[src/rtl/arm_multicycle_ctrl.sv]
// rtl/arm_multicycle_ctrl.sv - multicycle ARMv4-subset control FSM with NZCV flags and retired-instruction counter
module arm_multicycle_ctrl #(
    parameter int ALU_CTRL_W = 2,
    parameter int EN_WAIT    = 1,
    parameter int CNT_W      = 32
) (
    input  logic                  i_clk,
    input  logic                  i_rst_n,
    input  logic [31:0]           i_instr,
    input  logic [3:0]            i_alu_flags,
    input  logic                  i_mem_ready,
    output logic                  o_pc_write,
    output logic                  o_adr_src,
    output logic                  o_mem_read,
    output logic                  o_mem_write,
    output logic                  o_ir_write,
    output logic                  o_reg_write,
    output logic                  o_alu_src_a,
    output logic [1:0]            o_alu_src_b,
    output logic [1:0]            o_result_src,
    output logic [1:0]            o_imm_src,
    output logic [1:0]            o_reg_src,
    output logic [ALU_CTRL_W-1:0] o_alu_control,
    output logic [3:0]            o_flags,
    output logic [CNT_W-1:0]      o_instret,
    output logic [3:0]            o_state_dbg
);

    typedef enum logic [3:0] {
        S_FETCH  = 4'd0,
        S_DECODE = 4'd1,
        S_MEMADR = 4'd2,
        S_MEMRD  = 4'd3,
        S_MEMWB  = 4'd4,
        S_MEMWR  = 4'd5,
        S_EXECR  = 4'd6,
        S_EXECI  = 4'd7,
        S_ALUWB  = 4'd8,
        S_BRANCH = 4'd9
    } state_t;

    state_t           r_state;
    state_t           w_next;
    logic [3:0]       r_flags;
    logic [CNT_W-1:0] r_instret;

    logic [3:0] w_cond;
    logic [1:0] w_op;
    logic [5:0] w_funct;
    logic [3:0] w_rd;
    logic       w_ready;
    logic       w_cond_ex;
    logic       w_is_cmp;
    logic       w_is_logic;
    logic [2:0] w_alu_dec;
    logic       w_flag_upd;
    logic       w_unused_instr;

    assign w_cond         = i_instr[31:28];
    assign w_op           = i_instr[27:26];
    assign w_funct        = i_instr[25:20];
    assign w_rd           = i_instr[15:12];
    assign w_unused_instr = ^{i_instr[19:16], i_instr[11:0]};
    assign w_ready        = (EN_WAIT != 0) ? i_mem_ready : 1'b1;
    assign w_is_cmp       = (w_funct[4:1] == 4'b1010);

    // Flags are {N,Z,C,V}
    always_comb begin
        w_cond_ex = 1'b0;
        case (w_cond)
            4'b0000: w_cond_ex = r_flags[2];
            4'b0001: w_cond_ex = ~r_flags[2];
            4'b0010: w_cond_ex = r_flags[1];
            4'b0011: w_cond_ex = ~r_flags[1];
            4'b0100: w_cond_ex = r_flags[3];
            4'b0101: w_cond_ex = ~r_flags[3];
            4'b0110: w_cond_ex = r_flags[0];
            4'b0111: w_cond_ex = ~r_flags[0];
            4'b1000: w_cond_ex = r_flags[1] & ~r_flags[2];
            4'b1001: w_cond_ex = ~r_flags[1] | r_flags[2];
            4'b1010: w_cond_ex = (r_flags[3] == r_flags[0]);
            4'b1011: w_cond_ex = (r_flags[3] != r_flags[0]);
            4'b1100: w_cond_ex = ~r_flags[2] & (r_flags[3] == r_flags[0]);
            4'b1101: w_cond_ex = r_flags[2] | (r_flags[3] != r_flags[0]);
            4'b1110: w_cond_ex = 1'b1;
            default: w_cond_ex = 1'b0;
        endcase
    end

    // Logical ops only own N and Z; unknown encodings fall back to ADD
    always_comb begin
        w_alu_dec  = 3'd0;
        w_is_logic = 1'b0;
        case (w_funct[4:1])
            4'b0100: w_alu_dec = 3'd0;
            4'b0010,
            4'b1010: w_alu_dec = 3'd1;
            4'b0000: begin w_alu_dec = 3'd2; w_is_logic = 1'b1; end
            4'b1100: begin w_alu_dec = 3'd3; w_is_logic = 1'b1; end
            4'b0001: begin
                if (ALU_CTRL_W >= 3) begin
                    w_alu_dec  = 3'd4;
                    w_is_logic = 1'b1;
                end
            end
            default: w_alu_dec = 3'd0;
        endcase
    end

    always_comb begin
        w_next        = r_state;
        o_pc_write    = 1'b0;
        o_adr_src     = 1'b0;
        o_mem_read    = 1'b0;
        o_mem_write   = 1'b0;
        o_ir_write    = 1'b0;
        o_reg_write   = 1'b0;
        o_alu_src_a   = 1'b0;
        o_alu_src_b   = 2'b00;
        o_result_src  = 2'b00;
        o_alu_control = '0;
        o_imm_src     = w_op;
        o_reg_src     = {(w_op == 2'b01) & ~w_funct[0], (w_op == 2'b10)};
        case (r_state)
            S_FETCH: begin
                o_mem_read   = 1'b1;
                o_alu_src_a  = 1'b1;
                o_alu_src_b  = 2'b10;
                o_result_src = 2'b10;
                o_ir_write   = w_ready;
                o_pc_write   = w_ready;
                w_next       = w_ready ? S_DECODE : S_FETCH;
            end
            S_DECODE: begin
                o_alu_src_a = 1'b1;
                o_alu_src_b = 2'b10;
                case (w_op)
                    2'b00:   w_next = w_funct[5] ? S_EXECI : S_EXECR;
                    2'b01:   w_next = S_MEMADR;
                    2'b10:   w_next = S_BRANCH;
                    default: w_next = S_FETCH;
                endcase
            end
            S_MEMADR: begin
                o_alu_src_b = 2'b01;
                if (!w_cond_ex)      w_next = S_FETCH;
                else if (w_funct[0]) w_next = S_MEMRD;
                else                 w_next = S_MEMWR;
            end
            S_MEMRD: begin
                o_adr_src  = 1'b1;
                o_mem_read = 1'b1;
                w_next     = w_ready ? S_MEMWB : S_MEMRD;
            end
            S_MEMWB: begin
                o_result_src = 2'b01;
                o_reg_write  = 1'b1;
                w_next       = S_FETCH;
            end
            S_MEMWR: begin
                o_adr_src   = 1'b1;
                o_mem_write = 1'b1;
                w_next      = w_ready ? S_FETCH : S_MEMWR;
            end
            S_EXECR: begin
                o_alu_control = w_alu_dec[ALU_CTRL_W-1:0];
                w_next        = S_ALUWB;
            end
            S_EXECI: begin
                o_alu_src_b   = 2'b01;
                o_alu_control = w_alu_dec[ALU_CTRL_W-1:0];
                w_next        = S_ALUWB;
            end
            S_ALUWB: begin
                o_reg_write = w_cond_ex & ~w_is_cmp;
                o_pc_write  = w_cond_ex & ~w_is_cmp & (w_rd == 4'd15);
                w_next      = S_FETCH;
            end
            S_BRANCH: begin
                o_alu_src_b  = 2'b01;
                o_result_src = 2'b10;
                o_pc_write   = w_cond_ex;
                w_next       = S_FETCH;
            end
            default: w_next = S_FETCH;
        endcase
        // Reset overrides everything so no write or request leaks out mid-abort
        if (!i_rst_n) begin
            o_pc_write    = 1'b0;
            o_adr_src     = 1'b0;
            o_mem_read    = 1'b0;
            o_mem_write   = 1'b0;
            o_ir_write    = 1'b0;
            o_reg_write   = 1'b0;
            o_alu_src_a   = 1'b0;
            o_alu_src_b   = 2'b00;
            o_result_src  = 2'b00;
            o_alu_control = '0;
            o_imm_src     = 2'b00;
            o_reg_src     = 2'b00;
        end
    end

    assign w_flag_upd = (r_state == S_ALUWB) & w_cond_ex & (w_funct[0] | w_is_cmp);

    always_ff @(posedge i_clk or negedge i_rst_n) begin
        if (!i_rst_n) begin
            r_state   <= S_FETCH;
            r_flags   <= 4'b0000;
            r_instret <= '0;
        end else begin
            r_state <= w_next;
            if (w_flag_upd)
                r_flags <= w_is_logic ? {i_alu_flags[3:2], r_flags[1:0]} : i_alu_flags;
            if ((r_state != S_FETCH) && (w_next == S_FETCH))
                r_instret <= r_instret + 1'b1;
        end
    end

    assign o_flags     = r_flags;
    assign o_instret   = r_instret;
    assign o_state_dbg = r_state;

endmodule

[config.mk]
export PLATFORM = sky130hd
export DESIGN_NAME = arm_multicycle_ctrl
export DESIGN_NICKNAME = d
export VERILOG_FILES = /design/src/rtl/arm_multicycle_ctrl.sv
export SDC_FILE = /design/constraint.sdc
export NUM_CORES = 1
export LEC_CHECK = 0
export ABC_CLOCK_PERIOD_IN_PS = 3500
export CAP_MARGIN = 20
export CORE_UTILIZATION = 45
export DETAILED_ROUTE_END_ITERATION = 7
export PLACE_DENSITY = 0.83
export SKIP_CTS_REPAIR_TIMING = 1
export SYNTH_ARGS = -nofsm -noshare
export SYNTH_HDL_FRONTEND = slang
export SYNTH_SLANG_ARGS = --single-unit
[constraint.sdc]
create_clock -name i_clk -period 3.5 [get_ports i_clk]
set_input_delay 1.05 -clock i_clk [delete_from_list [all_inputs] [get_ports i_clk]]
set_output_delay 1.05 -clock i_clk [all_outputs]
set_load 0.05 [all_outputs]
==> metrics.md <==
| Metric | Value |
|---|---|
| CP max FO | 5 |
| First-pass GRT wire length | between 10 and 15 mm |
| Reg clk slew, reported paths | roughly 80 ps |
| Crit path from | i_instr[28] |
| YS warnings | 0 |
| Fin crit share | 104% |
| Synth-to-Final Area Change | 55.2% |
| RSZ-0062 raised after global routing | true |
| Data arrival, critical path | around 2600 ps |
| DR pass1 iterations | 4 |
| # setup viols final | 2 |
| Finished Cell Area | around 4100 µm² |
| Flops & latches, synth | 40 |
| WL/cell | 15.9 µm |
| Final hold violations | 0 |
| Top Ports | 96 |
| Fillers | approximately 410 |
| Outcome | finished, violations left |
| HPWL Detailed | between 5 and 6 mm |
| Switch share | between 50 and 60% |
| Synth Instances | a little under 300 |
| TritonCTS buffer count | 5 |
| Startpoint types | primary input |
| Max Clock Freq | approximately 270 MHz |
| Setup slack, reg-to-reg | about 900 ps |
| CP Capture Type | output port |
| # diodes | 0 |
| Post-synthesis sequential area ratio | a little under two fifths |
| Antenna-violating nets left | 0 |
| I/O Buffers | roughly 80 |
| Final setup margin | -145 ps |
| Hold WS | ~470 ps |
| Placed cell area | 3910 µm² |
| Min Tclk post-route | between 3000 and 4000 ps |
| Antenna violations before repair | 0 |
| Reg2reg path depth | 6 |
| Final Instance Count excl. Fillers | between 400 and 500 |
| Via count | about 2.7k |
| Critical Setup Path Class | in -> out |
| Multi-input logic area | roughly 1700 µm² |
| Post-Syn Area per Cell | 9.11 µm² |
| Slew HR | 58.6% |
| Setup TNS Final | -252 ps |
| Util after Layout | approximately 74% |
| FF+latch area | approximately 1000 µm² |
| Most common library cell in the layout ignoring fill and taps | clkdlybuf4s50_1 |
| Count of cell types in the netlist | 60 |
| Failing checks | setup timing |
| Actual slew at the worst max-slew pin | 621 ps |
| Die ar. | roughly 6200 µm² |
| Congestion Overflow GR | 0 |
| Internal cell power | approximately 1.5 mW |
| Final #Nets | approximately 440 |
| Synth area leader | dfrtp_1 |
| Most used DFF post-synth | dfrtp_1 |
| Power Density | ~720 nW/µm² |
| Worst Path Required | ~2500 ps |
| Ys async rst share | 100% |
| Clk Latency, worst-skew pair | approximately 290 ps |
| Logic gate share of total power | 63.1% |
| Post-synth EDFFs | 0 |
| Number of global-route vias before repair | 2551 |
| DRC | 0 |
| Vias per cell | 5.72 |
| Number of max-cap violations | 0 |
| DRT Wirelength | 7.44 mm |
| Proportion of layout cells with a drive suffix above 1 | between 20% and 30% |
| RR Endpoint | o_instret[10]$_DFFE_PN0P_ |
| Placed insts | between 400 and 500 |
| Fin. max-slew vios | 0 |
| CTS Root Cell | clkbuf_8 |
| Net count after synthesis | 332 |
| Hold/Removal Path Class | reg -> reg |
| Net Sw Power | around 1.5 mW |
| DRT iter0 DRCs | between 150 and 200 |
| Largest net degree at the start of global routing | 37 |
| Yosys top cell area share | around 38% |
| CTS Buffer Depth | 2 |
| Sink Count | 40 |
| Peak supply drop | approximately 0.9 mV |
| Area contributors post-synth | dfrtp_1, xor2_1, nor3_1 |
| Die width | between 70 and 80 µm |
| Skew final | roughly 5.7 ps |
| Initial core utilization | 47.4% |
| Most frequent cells in the layout | clkdlybuf4s50_1, dfrtp_1, buf_4 |
| GRT Total Usage | roughly a quarter |
| Clock share of power | between 10 and 15% |
| P_leak | roughly 1.8 nW |
| H-tree Lvls | 2 |
| R2R Path Start | o_state_dbg[2]$_DFF_PN0_ |
| Crit path to | o_reg_write |
| Row count | 27 |
| Core ar. | between 5000 and 6000 µm² |
| Routability Congestion | approximately 0.84 |
| Cell area after synthesis | 2660 µm² |
| Die Ht | 78.9 µm |
| CTS tree | done |
| Flop pwr share | between 20% and 30% |
## area by class of cell
cell class,count,area share (%)
Sequential cell,40,24.2
Tap cell,72,2.18
Clock buffer,6,2.00
Clock inverter,2,0.333
Inverter,7,0.637
Timing Repair Buffer,115,30.4
Multi-Input combinational cell,226,40.2
## synthesized netlist by cell type, drive strengths merged, types with 4 or more instances
cell type,instances
nor2,20
inv,7
nor4,8
nor2b,5
buf,11
or3,4
nor3b,6
dfrtp,40
clkbuf,8
o21ai,5
nand3,18
mux2,6
nor3,29
nand2,13
nand4,12
and3,10
and2,4
a21oi,4
xor2,32
or2,4
## worst max-delay path: stages
cell and delay (ps):
buf_8 100, or3b_4 380, o22ai_4 200, nor3_2 50, o211a_1 280, o41ai_2 210
and2_4 190, buf_12 130
## power groups by stage
stage               sequential (mW)  clock (mW)  combinational, mW
floorplan                      1.07           0              0.827
global placement              0.773           0               1.77
detailed placement            0.781           0               1.81
CTS                           0.775       0.330               1.82
global route                  0.807       0.349               1.97
finish                        0.781       0.322               1.88
## per-layer routing
metal	global-route usage [%]	part of all wire [%]	vias up
li1	-	-	1271
met1	32.1	41	1292
met2	41.8	52	102
met3	3.33	4.9	14
met4	6.36	2.3	0
met5	0	0	-
## cells by family (layout without fill, tap and decap cells)
logic type                 Yosys count  in the layout  synth area share, %
DFF                                 40             40                 37.6
xor gates and xnor gates            35             35                 11.5
AOI/OAI and AO/OA                   33             33                 9.60
muxes                                7              7                 3.20
and+or+nand+nor                    150            150                 32.9
adders and majority gates            1              1                0.470
buffers and inverters               26            130                 4.66
## stage by stage
step / worst slack (ps) / power [mW]
CTS: -695 / 2.92
finish: -145 / 2.99
detailed placement: -678 / 2.59
floorplan: -185 / 1.90
global placement: -622 / 2.54
global route: -209 / 3.13
## sequential cells by signal, indices dropped and copies added, names as in the netlist
signal and cells:
o_flags 4, o_instret 32, o_state_dbg 4
## how the worst min path moves through the flow
stage,from,endpoint,cells after the start
after global placement,o_instret[31]$_DFFE_PN0P_,o_instret[31]$_DFFE_PN0P_,1
after floorplan,i_rst_n,o_flags[0]$_DFFE_PN0P_,0
after global routing,o_instret[31]$_DFFE_PN0P_,o_instret[31]$_DFFE_PN0P_,1
after detailed placement,o_instret[31]$_DFFE_PN0P_,o_instret[31]$_DFFE_PN0P_,1
final,o_instret[31]$_DFFE_PN0P_,o_instret[31]$_DFFE_PN0P_,1
after CTS,o_instret[31]$_DFFE_PN0P_,o_instret[31]$_DFFE_PN0P_,1
Note: power is estimated with default switching activity, not from simulation.
